$ cat src/rtl/display_scan_ctrl_if.sv
// Scan controller bus: enable/load/digit data in, decoder code and anodes out.
// The master side drives the digits; the controller is the slave.
interface display_scan_ctrl_if #(
  parameter int NUM_DIGITS = 4
);
  logic                    en;
  logic                    load;
  logic [4*NUM_DIGITS-1:0] digits_in;
  logic [3:0]              bcd_out;
  logic [NUM_DIGITS-1:0]   anode_n;
  logic                    frame_done;

  modport master (
    output en, load, digits_in,
    input  bcd_out, anode_n, frame_done
  );

  modport slave (
    input  en, load, digits_in,
    output bcd_out, anode_n, frame_done
  );
endinterface

$ cat src/rtl/display_scan_ctrl.sv
// Multiplexed 7-seg scan controller with blanking gap and double buffering.
// Optional build macro: LEADING_ZERO_BLANK_EN (suppress leading zero digits).
module display_scan_ctrl #(
  parameter int NUM_DIGITS   = 4,
  parameter int REFRESH_DIV  = 50000,
  parameter int BLANK_CYCLES = 16
) (
  input logic clk,
  input logic reset,
  display_scan_ctrl_if.slave bus
);

  localparam int CMAX = (REFRESH_DIV > BLANK_CYCLES) ?
                        REFRESH_DIV : BLANK_CYCLES;
  localparam int CW = $clog2(CMAX + 1);
  localparam int IW = $clog2(NUM_DIGITS);
  localparam int DW = 4 * NUM_DIGITS;
  localparam logic [CW-1:0] R_TC = CW'(REFRESH_DIV - 1);
  localparam logic [CW-1:0] B_TC =
    CW'((BLANK_CYCLES > 0) ? BLANK_CYCLES - 1 : 0);
  localparam logic [IW-1:0] LAST = IW'(NUM_DIGITS - 1);
  localparam bit NOBLANK = (BLANK_CYCLES == 0);

  typedef enum logic [1:0] {
    IDLE,
    BLANK,
    SHOW
  } state_t;

  state_t                state_q, state_d;
  logic [IW-1:0]         idx_q, idx_d;
  logic [CW-1:0]         cnt_q, cnt_d;
  logic [DW-1:0]         staging_q, staging_d;
  logic [DW-1:0]         shadow_q, shadow_d;
  logic                  pending_q, pending_d;
  logic [NUM_DIGITS-1:0] anode_q, anode_d;
  logic [3:0]            bcd_q, bcd_d;
  logic                  fd_q, fd_d;
  logic                  wrap;
  logic [NUM_DIGITS-1:0] lz;

  always_ff @(posedge clk) begin
    if (reset) begin
      state_q   <= IDLE;
      idx_q     <= '0;
      cnt_q     <= '0;
      staging_q <= '0;
      shadow_q  <= '0;
      pending_q <= 1'b0;
      anode_q   <= '1;
      bcd_q     <= 4'hF;
      fd_q      <= 1'b0;
    end else begin
      state_q   <= state_d;
      idx_q     <= idx_d;
      cnt_q     <= cnt_d;
      staging_q <= staging_d;
      shadow_q  <= shadow_d;
      pending_q <= pending_d;
      anode_q   <= anode_d;
      bcd_q     <= bcd_d;
      fd_q      <= fd_d;
    end
  end

  always_comb begin
    state_d   = state_q;
    idx_d     = idx_q;
    cnt_d     = cnt_q;
    staging_d = staging_q;
    shadow_d  = shadow_q;
    pending_d = pending_q;
    fd_d      = 1'b0;
    wrap      = 1'b0;

    if (bus.load) begin
      staging_d = bus.digits_in;
      pending_d = 1'b1;
    end

    if (!bus.en) begin
      state_d = IDLE;
      idx_d   = '0;
      cnt_d   = '0;
    end else begin
      unique case (state_q)
        IDLE: begin
          idx_d   = '0;
          cnt_d   = '0;
          state_d = NOBLANK ? SHOW : BLANK;
        end
        BLANK: begin
          if (cnt_q == B_TC) begin
            cnt_d   = '0;
            state_d = SHOW;
          end else begin
            cnt_d = cnt_q + CW'(1);
          end
        end
        SHOW: begin
          if (cnt_q == R_TC) begin
            cnt_d   = '0;
            state_d = NOBLANK ? SHOW : BLANK;
            if (idx_q == LAST) begin
              idx_d = '0;
              wrap  = 1'b1;
              fd_d  = 1'b1;
            end else begin
              idx_d = idx_q + IW'(1);
            end
          end else begin
            cnt_d = cnt_q + CW'(1);
          end
        end
        default: state_d = IDLE;
      endcase
    end

    // A load landing on the wrap edge bypasses staging.
    if (wrap) begin
      if (bus.load) begin
        shadow_d  = bus.digits_in;
        pending_d = 1'b0;
      end else if (pending_q) begin
        shadow_d  = staging_q;
        pending_d = 1'b0;
      end
    end
  end

  always_comb begin
    lz = '0;
`ifdef LEADING_ZERO_BLANK_EN
    begin : lzb
      logic hz;
      hz = 1'b1;
      for (int i = NUM_DIGITS - 1; i > 0; i--) begin
        hz    = hz & (shadow_d[4*i +: 4] == 4'h0);
        lz[i] = hz;
      end
    end
`endif
  end

  always_comb begin
    anode_d = '1;
    bcd_d   = 4'hF;
    if (state_d == SHOW && !lz[idx_d]) begin
      anode_d[idx_d] = 1'b0;
      bcd_d          = shadow_d[{idx_d, 2'b00} +: 4];
    end
  end

  assign bus.anode_n    = anode_q;
  assign bus.bcd_out    = bcd_q;
  assign bus.frame_done = fd_q;

endmodule

$ cat src/flat_wrapper.sv
// flat-port wrapper written by rule: the top's interface ports become plain ports
module display_scan_ctrl_flat 
#(
  parameter int NUM_DIGITS   = 4,
  parameter int REFRESH_DIV  = 50000,
  parameter int BLANK_CYCLES = 16
)
  (clk, reset, bus_en, bus_load, bus_digits_in, bus_bcd_out, bus_anode_n, bus_frame_done);
  display_scan_ctrl_if #(.NUM_DIGITS(NUM_DIGITS)) bus_i ();
  input logic clk;
  input logic reset;
  input wire logic [$bits(bus_i.en)-1:0] bus_en;
  input wire logic [$bits(bus_i.load)-1:0] bus_load;
  input wire logic [$bits(bus_i.digits_in)-1:0] bus_digits_in;
  output wire logic [$bits(bus_i.bcd_out)-1:0] bus_bcd_out;
  output wire logic [$bits(bus_i.anode_n)-1:0] bus_anode_n;
  output wire logic [$bits(bus_i.frame_done)-1:0] bus_frame_done;
  assign bus_i.en = bus_en;
  assign bus_i.load = bus_load;
  assign bus_i.digits_in = bus_digits_in;
  assign bus_bcd_out = bus_i.bcd_out;
  assign bus_anode_n = bus_i.anode_n;
  assign bus_frame_done = bus_i.frame_done;
  display_scan_ctrl #(.NUM_DIGITS(NUM_DIGITS), .REFRESH_DIV(REFRESH_DIV), .BLANK_CYCLES(BLANK_CYCLES)) u_core (.clk(clk), .reset(reset), .bus(bus_i));
endmodule
$ cat config.mk
export PLATFORM = sky130hd
export DESIGN_NAME = display_scan_ctrl_flat
export DESIGN_NICKNAME = d
export VERILOG_FILES = /design/src/rtl/display_scan_ctrl_if.sv /design/src/rtl/display_scan_ctrl.sv /design/src/flat_wrapper.sv
export SDC_FILE = /design/constraint.sdc
export NUM_CORES = 1
export LEC_CHECK = 0
export CORE_MARGIN = 4
export CORE_UTILIZATION = 50
export CTS_BUF_LIST = sky130_fd_sc_hd__clkbuf_8
export CTS_CLUSTER_DIAMETER = 50
export CTS_CLUSTER_SIZE = 30
export DETAILED_ROUTE_END_ITERATION = 7
export PLACE_DENSITY = 0.72
export SETUP_SLACK_MARGIN = 0.15
export SLEW_MARGIN = 10
export SYNTH_ARGS = -nofsm -noshare
export SYNTH_HDL_FRONTEND = slang
export SYNTH_SLANG_ARGS = --single-unit
$ cat constraint.sdc
create_clock -name clk -period 3.2 [get_ports clk]
set_input_delay 0.32 -clock clk [delete_from_list [all_inputs] [get_ports clk]]
set_output_delay 0.32 -clock clk [all_outputs]
set_load 0.01 [all_outputs]
==> flow_metrics.tcl, run 1 <==
set metrics [dict create \
    arrival_ps 2890 \
    synthCells 358 \
    dieWidth_um 84.2 \
    synth.distinct_cells 40 \
    async_reset_ff_share_pct 0 \
    mostFrequentLayoutCell "nor2_1" \
    slew_headroom_pct 52.4 \
    synthFlopType "dfxtp_1" \
    cts_buffers 9 \
    drt_first_pass_iters 5 \
    finalSetupTns_ps 0 \
    htreeDepth 3 \
    cp_num_buf_inv 0 \
    synth-compound-area-share_pct 10.8 \
    dieArea_um2 7090 \
    critPathMaxStageDelay_ps 570 \
    path_clk_slew_ps 70 \
    synth_top_family_by_area "simple AND/OR/NAND/NOR gates" \
    hold_viol 0 \
    vdd_drop_max_uv 369 \
    die_y_um 84.2 \
    drv_slew 0 \
    clk_latency_ps 340 \
    core_um2 5570 \
    worstHoldPathType "reg -> reg" \
    diodes 0 \
    vias 2615 \
    fin_crit_sh_pct 84.4 \
    cp_max_fo 16 \
    ios 29 \
    synthSimpleGateAreaFrac_pct 29.3 \
    start_util_pct 52.1 \
    outcome "finished, final reports clean" \
    path_common_cell "nor3_1" \
    whs_ps 496 \
    synth_xor_area_share_pct 4.22 \
    maxCapViolCount 0 \
    worstRegToRegCells 7 \
    slowest_stage "or4_4" \
    post_cts_resized 0 \
    cts_tree "yes" \
    grt-ovfl-total 0 \
    wl_per_cell_um 14.7 \
    final-seq-area_um2 1240 \
    p_leak_uw 0.00132 \
    drtIter0Drc 170 \
    clockBufferDepth 2 \
    clockRootBuffer "clkbuf_8" \
    criticalPathCategory "reg -> reg" \
    drc 0 \
    worstSetupEndpointType "flip-flop" \
    clock-sinks 62 \
    grt_pass1_vias 2323 \
    mostFrequentLayoutCells "106 x nor2_1, 62 x dfxtp_1, 28 x clkdlybuf4s50_1, 24 x nor3_1, 19 x mux2i_1" \
    ys_seq_elements 62 \
    multiInputGateArea_um2 1550 \
    critPathTopFamily "simple AND/OR/NAND/NOR gates" \
    num_rows 27 \
    fmax_ghz 0.370 \
    cp.required_ps 3390 \
    io_buffer_count 28 \
    whs_path_depth 2 \
    setup_viol 0 \
    grt_use_total_pct 19.8 \
    final.min_clock_period_ps 2700 \
    yosysWarnings 0 \
    worst_slew_pin_slew_ps 712 \
    synth_edf_count 0 \
    grt_pass1_wl_mm 11.3 \
    yosys.area_share.adder_pct 2.58 \
    hold_end "u_core.staging_q[12]" \
    powerDensity_nw_per_um2 468 \
    post-cts-setup-buffer-count 0 \
    syn_area_um2 2910 \
    fin_nets 412 \
    regToRegEndpoint "u_core.bus.bcd_out[1]" \
    startpoint_type "flip-flop" \
    antenna_found_initial 0 \
    synth_mux_area_share_pct 6.55 \
    drive_above_1_share_pct 7.18 \
    grt_max_degree 38 \
    r2r-start "u_core.cnt_q[13]" \
    path_cells "or4_4 -> nor3_1 -> nand4_2 -> o22ai_1 -> nor3_1 -> a211oi_1 -> o21ai_1" \
    skew_ps 6.33 \
    min_from "u_core.staging_q[12]" \
    ant_nets 0 \
    place_congestion 0.873 \
    r2r_setup_slack_ps 500 \
    synth_seq_area_share_pct 42.7 \
    synth_nets 384 \
    ctsHoldBuffers 0 \
    areaGrowthSynthToFinish_pct 18.6 \
    n_fill_cell 488 \
    rsz0062_at_grt "false" \
    post-dp-hpwl_mm 4.36 \
    wl_mm 6.80 \
    synth_area_per_cell_um2 8.12 \
    vias_per_cell 5.66 \
]
cells in the mapped netlist, drive strengths merged (6+ instances only):
cell type | count | area [um2]
nor2 | 106 | 398
xor2 | 8 | 70.1
mux2i | 19 | 190
o22ai | 11 | 68.8
a211oi | 8 | 60.1
dfxtp | 62 | 1240
clkbuf | 9 | 33.8
buf | 11 | 71.3
nor4 | 7 | 58.8
nor3 | 24 | 120
nand4 | 7 | 50.1
ha | 6 | 75.1
xnor2 | 6 | 52.6
o21ai | 8 | 40.0
nor2b | 8 | 50.1
nand3 | 8 | 40.0
a21oi | 19 | 98.9
nand2 | 9 | 33.8
kinds of logic after synthesis:
logic type               after synthesis
AND/OR/NAND/NOR                      183
flip-flops                            62
AO/OA/AOI/OAI                         52
buffers and inverters                 22
multiplexers                          19
XOR/XNOR                              14
adder cells (fa/ha/maj)                6
flip-flops by register name, summed over array words and instances, names as in the netlist:
register and count:
u_core.pending_q 1, u_core.state_q 2, u_core.shadow_q 16, u_core.staging_q 16
u_core.bus.bcd_out 4, u_core.bus.anode_n 4, u_core.idx_q 2, u_core.bus.frame_done 1
u_core.cnt_q 16
area by class of cell:
class | instances | area share (%)
Multi-Input combinational cell | 274 | 45.0
Sequential cell | 62 | 36.0
Timing Repair Buffer | 37 | 10.1
Clock buffer | 12 | 4.79
Tap cell | 72 | 2.61
Clock inverter | 3 | 1.23
Inverter | 2 | 0.218
per-layer routing:
metal	track usage (%)	up-vias	wire length (um)
met2	30.6	105	3120
li1	-	1289	-
met4	7.16	0	116
met3	6.97	12	510
met5	0	-	0
met1	25.7	1209	3060
report_power, final:
group	internal (uW)	switching, uW	total [uW]
registers	785	7.20	793
logic	50.0	55.4	105
clock network	418	296	713
total	1250	358	1610
how the worst max path moves through the flow:
stage / from / to / slack, ps / cells past startpoint
detailed placement: u_core.cnt_q[13] / u_core.bus.bcd_out[1] / 540 / 7
finish: u_core.cnt_q[13] / u_core.bus.bcd_out[1] / 500 / 7
CTS: u_core.cnt_q[13] / u_core.bus.bcd_out[1] / 520 / 7
global placement: u_core.cnt_q[13] / u_core.bus.bcd_out[3] / 600 / 7
floorplan: u_core.cnt_q[13] / u_core.bus.bcd_out[3] / 950 / 8
global route: u_core.cnt_q[13] / u_core.bus.bcd_out[1] / 300 / 7
metrics by stage:
step	total power [uW]	utilization, %	cell area (um2)	setup WS, ps	cells
finish	1610	61.8	3450	501	462
detailed placement	913	58.1	3240	538	447
floorplan	871	-	2910	949	358
CTS	1630	61.8	3450	518	462
global route	1680	61.8	3450	301	462
global placement	912	58.1	3240	598	447
worst register-to-register path, stage by stage (launching register included):
cell and delay [ps]:
dfxtp_1 350, or4_4 570, nor3_1 340, nand4_2 510
o22ai_1 350, nor3_1 80, a211oi_1 250, o21ai_1 100
Power figures use the tool's default switching activity.
==> run 2: changes to the inputs <==
--- a/config.mk
+++ b/config.mk
@@ -11,7 +11,7 @@
 export CTS_CLUSTER_DIAMETER = 50
 export CTS_CLUSTER_SIZE = 30
 export DETAILED_ROUTE_END_ITERATION = 7
-export PLACE_DENSITY = 0.72
+export PLACE_DENSITY = 0.75
 export SETUP_SLACK_MARGIN = 0.15
 export SLEW_MARGIN = 10
 export SYNTH_ARGS = -nofsm -noshare
==> constraint.sdc (replaced) <==
create_clock -name clk -period 2.35 [get_ports clk]
set_input_delay 0.235 -clock clk [delete_from_list [all_inputs] [get_ports clk]]
set_output_delay 0.235 -clock clk [all_outputs]
set_load 0.01 [all_outputs]
==> run 2 against run 1 <==
Compared with the run above: first-iteration DRC count increased by 17%; critical path depth up 3; final cell count grew 4.3%; worst setup slack worse by 380 ps; global-route usage increased by 0.41 points; non-clock buffer count up 19; wire length is 4.1% higher; fmax up 21%; via count up 1.6%; critical endpoint is now u_core.bus.bcd_out[2]; highest routed layer unchanged.
==> flow_metrics.tcl, run 2 (synthesis results as in run 1) <==
set metrics [dict create \
    grt-ovfl-total 0 \
    p_leak_uw 0.00146 \
    die_y_um 84.2 \
    clk_latency_ps 350 \
    top_regs "u_core.cnt_q x16, u_core.shadow_q x16, u_core.staging_q x16" \
    mostFrequentLayoutCell "nor2_1" \
    worst_slew_pin_slew_ps 405 \
    place_inst 460 \
    cts_tree "yes" \
    areaGrowthSynthToFinish_pct 32.5 \
    arrival_ps 2460 \
    fmax_ghz 0.449 \
    grt_pass1_vias 2508 \
    n_fill_cell 448 \
    r2r_setup_slack_ps 130 \
    fin_crit_sh_pct 94.7 \
    clock-sinks 62 \
    path_cells "or4_4 -> nor4_4 -> buf_4 -> buf_4 -> buf_6 -> a21oi_1 -> nor2_1 -> nor3_2 -> a211oi_2 -> o21ai_1" \
    criticalPathCategory "reg -> reg" \
    dieArea_um2 7090 \
    setup_viol 0 \
    clockBufferDepth 2 \
    rsz0062_at_grt "true" \
    grt_max_degree 38 \
    outcome "finished, final reports clean" \
    critPathCapture "u_core.bus.bcd_out[2]" \
    path_common_cell "buf_4" \
    fin_nets 431 \
    num_rows 27 \
    path_clk_slew_ps 80 \
    regToRegEndpoint "u_core.bus.bcd_out[2]" \
    cp.required_ps 2580 \
    grt_pass1_wl_mm 11.6 \
    worstSetupEndpointType "flip-flop" \
    vias_per_cell 5.51 \
    drv_slew 0 \
    vdd_drop_max_uv 483 \
    vias 2657 \
    dieWidth_um 84.2 \
    place_congestion 0.772 \
    stdcell_count 482 \
    critPathMaxStageDelay_ps 570 \
    wl_per_cell_um 14.7 \
    maxCapViolCount 0 \
    drt_first_pass_iters 4 \
    r2r-start "u_core.cnt_q[13]" \
    drtIter0Drc 199 \
    skew_ps 12.1 \
    diodes 0 \
    final.min_clock_period_ps 2220 \
    worstRegToRegCells 10 \
    ant_nets 0 \
    grt_use_total_pct 20.3 \
    start_util_pct 52.1 \
    io_buffer_count 28 \
    startpoint_type "flip-flop" \
    hold_viol 0 \
    cp_max_fo 10 \
    drive_above_1_share_pct 19.5 \
    slowest_stage "or4_4" \
    slew_headroom_pct 73.0 \
    finalSetupTns_ps 0 \
    mostFrequentLayoutCells "102 x nor2_1, 62 x dfxtp_1, 28 x clkdlybuf4s50_1, 21 x buf_4, 19 x mux2i_1" \
    worstHoldPathType "reg -> reg" \
    wl_mm 7.08 \
    post-dp-hpwl_mm 4.40 \
    htreeDepth 3 \
    antenna_found_initial 0 \
    ios 29 \
    clockRootBuffer "clkbuf_8" \
    cp-startpoint "u_core.cnt_q[13]" \
    cts_buffers 9 \
    powerDensity_nw_per_um2 574 \
    drc 0 \
    core_um2 5570 \
]
[run 2: cell count changes in the layout (fill, tap and decap cells not counted), sizes merged]
cell | previous run | this run
buf | 9 | 28
clkinvlp | 1 | 3
clkbuf | 12 | 11
[run 2: layout make-up]
| cell class | count | area, um2 | share of cell area (%) |
|---|---|---|---|
| Inverter | 2 | 7.51 | 0.195 |
| Clock inverter | 5 | 57.6 | 1.50 |
| Timing Repair Buffer | 56 | 561 | 14.6 |
| Clock buffer | 11 | 151 | 3.93 |
| Tap cell | 72 | 90.1 | 2.34 |
| Multi-Input combinational cell | 274 | 1740 | 45.2 |
| Sequential cell | 62 | 1240 | 32.2 |
[run 2: per-stage QoR]
stage | util, % | total power [uW] | hold WS, ps | instance area [um2] | setup WS (ps)
2_1_floorplan | - | 1190 | 382 | 2910 | 194
4_1_cts | 67.7 | 2210 | 501 | 3770 | 31.3
3_5_place_dp | 61.1 | 1250 | 483 | 3400 | -21.6
5_1_grt | 69.0 | 2290 | 528 | 3850 | 26.2
3_3_place_gp | 61.1 | 1240 | 476 | 3400 | 38.4
6_report | 69.0 | 2210 | 498 | 3850 | 125
[run 2: layer usage]
metal | vias to the layer above | global-route usage (%) | part of all wire, %
met2 | 54 | 32.0 | 47
met3 | 10 | 4.51 | 4.7
li1 | 1333 | - | -
met5 | - | 0 | 0
met1 | 1260 | 27.1 | 46
met4 | 0 | 7.60 | 1.5
[run 2: worst min path at each step]
stage                         startpoint              endpoint  depth (start not counted)  slack, ps
floorplan               bus_digits_in[0]   u_core.staging_q[0]                          2        380
global placement    u_core.staging_q[13]  u_core.staging_q[13]                          2        480
detailed placement  u_core.staging_q[10]  u_core.staging_q[10]                          2        480
CTS                 u_core.staging_q[13]  u_core.staging_q[13]                          2        500
global route         u_core.staging_q[6]   u_core.staging_q[6]                          2        530
finish              u_core.staging_q[10]  u_core.staging_q[10]                          2        500
[run 2: worst max-delay path: cells and delay by family, from the launching register on]
| family | cells | cell delay [ps] |
|---|---|---|
| AO/OA/AOI/OAI | 3 | 370 |
| AND/OR/NAND/NOR | 4 | 990 |
| buffers and inverters | 3 | 430 |
| flip-flops | 1 | 320 |
[run 2: report_power, final]
group / leakage, uW / internal, uW / total (uW) / switching [uW]
clock network: 0.0000976 / 545 / 975 / 430
logic: 0.000855 / 73.5 / 156 / 82.7
registers: 0.000503 / 1070 / 1080 / 9.98
[run 2: what timing repair did]
item                       in CTS  in global routing
setup endpoints to repair       8                 32
hold buffers                    0                  0
buffers inserted                5                  1
pin swaps                       5                  7
resized for setup              25                 17
